**src/rtl/switch_event_encoder.sv**
```systemverilog
`default_nettype none
// ============================================================================
// Module   : switch_event_encoder
// Brief    : Synchronises and debounces four slide switches, then encodes a
//            single-switch press into a one-cycle event with a running count.
//            Define SWITCH_EVENT_DEBOUNCE_EN to include the debounce counters.
// Revision : 1.0 - initial release
// ============================================================================
module switch_event_encoder #(
    parameter int DEBOUNCE_CYCLES = 4
) (
    input  logic       clk,
    input  logic       reset,
    input  logic [3:0] sw,
    output logic       evt_valid,
    output logic [1:0] evt_code,
    output logic       evt_err,
    output logic       held,
    output logic [3:0] sw_db,
    output logic [7:0] evt_count
);

    typedef enum logic [0:0] {
        S_IDLE = 1'b0,
        S_HELD = 1'b1
    } state_t;

    logic [3:0] r_sync1;
    logic [3:0] r_sync2;

    always_ff @(posedge clk) begin
        if (reset) begin
            r_sync1 <= '0;
            r_sync2 <= '0;
        end else begin
            r_sync1 <= sw;
            r_sync2 <= r_sync1;
        end
    end

    // Values outside 1..65535 do not fit the 16-bit stability counters.
    if (DEBOUNCE_CYCLES < 1 || DEBOUNCE_CYCLES > 65535) begin : g_bad_debounce_cycles
    end

`ifdef SWITCH_EVENT_DEBOUNCE_EN
    localparam logic [15:0] c_CNT_LAST = 16'(DEBOUNCE_CYCLES - 1);

    for (genvar gi = 0; gi < 4; gi++) begin : g_debounce
        logic [15:0] r_cnt;
        logic        r_db;

        always_ff @(posedge clk) begin
            if (reset) begin
                r_cnt <= '0;
                r_db  <= 1'b0;
            end else if (r_sync2[gi] == r_db) begin
                r_cnt <= '0;
            end else if (r_cnt == c_CNT_LAST) begin
                r_db  <= r_sync2[gi];
                r_cnt <= '0;
            end else begin
                r_cnt <= r_cnt + 16'd1;
            end
        end

        assign sw_db[gi] = r_db;
    end
`else
    assign sw_db = r_sync2;
`endif

    logic       w_any;
    logic       w_onehot;
    logic [1:0] w_index;

    assign w_any    = |sw_db;
    assign w_onehot = w_any && ((sw_db & (sw_db - 4'd1)) == 4'd0);

    always_comb begin
        w_index = 2'd0;
        if (sw_db[1]) w_index = 2'd1;
        if (sw_db[2]) w_index = 2'd2;
        if (sw_db[3]) w_index = 2'd3;
    end

    state_t     r_state;
    logic       r_valid;
    logic       r_err;
    logic [1:0] r_code;
    logic [7:0] r_count;

    // Only the IDLE->HELD transition can strobe, so each press yields at most one pulse.
    always_ff @(posedge clk) begin
        if (reset) begin
            r_state <= S_IDLE;
            r_valid <= 1'b0;
            r_err   <= 1'b0;
            r_code  <= 2'd0;
            r_count <= 8'd0;
        end else begin
            r_valid <= 1'b0;
            r_err   <= 1'b0;
            case (r_state)
                S_IDLE: begin
                    if (w_any) begin
                        if (w_onehot) begin
                            r_valid <= 1'b1;
                            r_code  <= w_index;
                            r_count <= r_count + 8'd1;
                        end else begin
                            r_err <= 1'b1;
                        end
                        r_state <= S_HELD;
                    end
                end
                S_HELD: begin
                    if (!w_any) r_state <= S_IDLE;
                end
                default: r_state <= S_IDLE;
            endcase
        end
    end

    assign evt_valid = r_valid;
    assign evt_err   = r_err;
    assign evt_code  = r_code;
    assign evt_count = r_count;
    assign held      = (r_state == S_HELD);

endmodule

`default_nettype wire

```
**config.mk**
```make
export PLATFORM = sky130hd
export DESIGN_NAME = switch_event_encoder
export DESIGN_NICKNAME = d
export VERILOG_FILES = /design/src/rtl/switch_event_encoder.sv
export SDC_FILE = /design/constraint.sdc
export NUM_CORES = 1
export LEC_CHECK = 0
export BUFFER_PORTS_ARGS = -buffer_cell sky130_fd_sc_hd__buf_2
export CAP_MARGIN = 40
export CORE_AREA = 2 2 47 49
export DETAILED_ROUTE_END_ITERATION = 16
export DIE_AREA = 0 0 49 51
export PLACE_DENSITY = 0.73
export SLEW_MARGIN = 20
export SYNTH_ARGS = -nofsm -noshare
export SYNTH_HDL_FRONTEND = slang
export SYNTH_SLANG_ARGS = --single-unit
```
**constraint.sdc**
```tcl
create_clock -name clk -period 2 [get_ports clk]
set_clock_uncertainty 0.2 [all_clocks]
set_input_delay 0.4 -clock clk [delete_from_list [all_inputs] [get_ports clk]]
set_output_delay 0.4 -clock clk [all_outputs]
set_load 0.01 [all_outputs]
```
==> impl_metrics.ini <==
[yosys]
ys.flop_type = dfxtp_1
synth_area_per_cell_um2 = 10.05
synth_common_cells = dfxtp_1, nor2b_1, nor2_1
synth-simple-area-share = 0.3042
synth_cells = 97
synth-compound-area-share = 0.05905
synth_xor_area_frac = 0.05263
netlist.area_leader.share = 0.4313
yosys.area.top_type = dfxtp_1
synthMuxAreaShare = 0.06804
synth_cell_types = 28
synth_edf_count = 0
ys_seq_area_frac = 0.4313
yosysWarnings = 0
async_flop_share = 0
syn-num-nets = 104
yosysMostFrequentCell = dfxtp_1
synth_top_family_by_area = simple AND/OR/NAND/NOR gates
synth-seq-cells = 21
netlist_top_cells_area = dfxtp_1, nor2b_1, mux2_1
synth_adder_area_share = 0.02311
synthesis.area_um2 = 974.7

[min_path]
holdCritPathClass = in -> reg

[power]
comb_power_share = 0.146
pwr-share-seq = 0.597
swShare = 0.2500
switching_power_w = 0.0001888
power_per_cell_area_mw_per_mm2 = 662.6
p_clk_frac = 0.257
leakage_nw = 0.4950
irDropWorstVdd_mv = 0.3451
internal_power_w = 0.0005664

[floorplanning]
die_area_mm2 = 0.002499
dieWidth_um = 49
core_area_mm2 = 0.002063
die_y_um = 51
num_io_pins = 23
rows = 17
start_util = 0.4724

[global_route]
grt_pass1_wl_um = 2815
first_global_vias = 668
overflow = 0
track_usage = 0.1458
grt_antenna_before_repair = 0
grt_start_max_net_pins = 28

[final_layout]
antenna_cells = 0
final_cells = 150
layout-drive-gt1-share = 0.3033
post-route-util = 0.5525
fillers = 204
syn_to_final_growth_pct = 16.94
nets = 130

[outcome]
status = finished clean

[critical_path]
r2r_setup_slack_ns = 0.10
path_class = reg -> reg
slowest_stage = dfxtp_1
max_stage_delay_ns = 0.53
start_kind = register
cp_max_fo = 6
worstSetupEndpointType = register
crit_arrival_ns = 1.93
critPathRequiredTime_ns = 2.03
crit_chain = xor2_2 > a211oi_4 > clkbuf_2 > or4_1 > a21oi_1

[sta]
layout_min_cycle_time_ns = 1.899
slew_headroom = 0.7114
drv_slew = 0
worst_pin_slew_ns = 0.4329
setup_viol = 0
tns_ns = 0
max_freq_ghz = 0.5265
hold_violations = 0
fin_crit_sh = 0.9496

[cts]
hold_buffers = 0
clockRootBuffer = clkbuf_4
clk_pin_slew_worst_paths_ns = 0.11
postCtsSetupBuffers = 0
clock_sinks = 21
cts_made_buffers = 3
cts_tree = yes
cts_resized = 0
htreeDepth = 1
clk_path_buf_depth = 2
clock_latency_ns = 0.29

[drt]
vias_per_cell = 5.027
dr.max_layer_used = met4
firstDrtPassIters = 4
wl_per_cell_um = 11.12
drt-met1-wl_um = 768
wl_met3_um = 65
ant_nets = 0
wl_met2_um = 818
drc = 0
drt-total-wl_um = 1668
vias = 754
first_iter_violations = 16

[job]
drv_cap = 0

[placed_design]
globalplace.congestion = 0.7454
io_buffer_count = 22
dp.cells = 144
dp_hpwl_um = 1192
## state kept, by name (all words and copies together) (netlist names)
signal and cells:
evt_code 2, evt_count 8, evt_err 1, evt_valid 1, held 1, r_sync1 4
sw_db 4
## power by group through the flow
stage / clock network [W] / registers (W) / logic, W
after floorplan: 0 / 0.000462 / 0.0000747
after global placement: 0 / 0.000460 / 0.000102
after detailed placement: 0 / 0.000461 / 0.000105
after CTS: 0.000202 / 0.000451 / 0.000105
after global routing: 0.000225 / 0.000454 / 0.000122
final: 0.000194 / 0.000451 / 0.000110
## cells by family after synthesis
family                     Yosys count
DFF                                 21
muxes                                6
xor gates and xnor gates             5
buffers and inverters                9
and+or+nand+nor                     46
adders and majority gates            2
AOI/OAI and AO/OA                    8
## placed cells by master, fill, tap and decap left out, types with 2 or more instances in the layout
master,Yosys,final
buf_2,0,22
dfxtp_1,21,21
nor2b_1,13,13
nor2_1,9,9
nor3_1,7,7
buf_4,1,6
a21oi_1,5,5
mux2_1,5,5
nor4_1,4,4
nand2b_1,3,3
clkbuf_4,0,3
nor4b_4,2,2
xnor2_1,2,2
xor2_1,2,2
nand3_1,2,2
nand2_1,2,2
## path summary, 6_finish.rpt
| kind | startpoint | to | cells after the start |
|---|---|---|---|
| worst max-delay path | sw_db[3]$_SDFF_PP0_ | evt_count[4]$_SDFFE_PP0P_ | 5 |
| worst min-delay path | sw[1] | r_sync1[1]$_SDFF_PP0_ | 2 |
| worst max register to register | sw_db[3]$_SDFF_PP0_ | evt_count[4]$_SDFFE_PP0P_ | 5 |
| worst min register to register | r_sync1[2]$_SDFF_PP0_ | sw_db[2]$_SDFF_PP0_ | 1 |
## metal layers
layer / vias to the layer above / track usage
met5: - / 0
met4: 0 / 0.07143
met3: 2 / 0.02632
met2: 15 / 0.2603
met1: 358 / 0.1685
li1: 379 / -
## per-stage QoR
stage | setup WS, ns | hold WS [ns] | cell area [um2] | power [W]
2_1_floorplan | 0.1718 | 0.2138 | 974.7 | 0.0005366
5_1_grt | -0.008847 | 0.09558 | 1140 | 0.0008008
3_3_place_gp | 0.1957 | 0.2186 | 1101 | 0.0005614
6_report | 0.1008 | 0.1106 | 1140 | 0.0007552
4_1_cts | 0.1070 | 0.09973 | 1127 | 0.0007579
3_5_place_dp | 0.1315 | 0.2343 | 1101 | 0.0005652
## worst max-delay path: cells and delay by family, from the launching register on
family / cells / cell delay, ns
compound gates: 2 / 0.27
xor+xnor: 1 / 0.22
buf+inv: 1 / 0.16
flops: 1 / 0.53
simple gates: 1 / 0.46
## layout make-up
cell class	instances	area, um2	share of cell area
Sequential cell	21	420.4	0.3688
Timing Repair Buffer	29	160.2	0.1405
Multi-Input combinational cell	67	494.2	0.4336
Clock buffer	4	26.28	0.02305
Tap cell	28	35.03	0.03074
Inverter	1	3.754	0.003293
(Power assumes the default switching activity.)
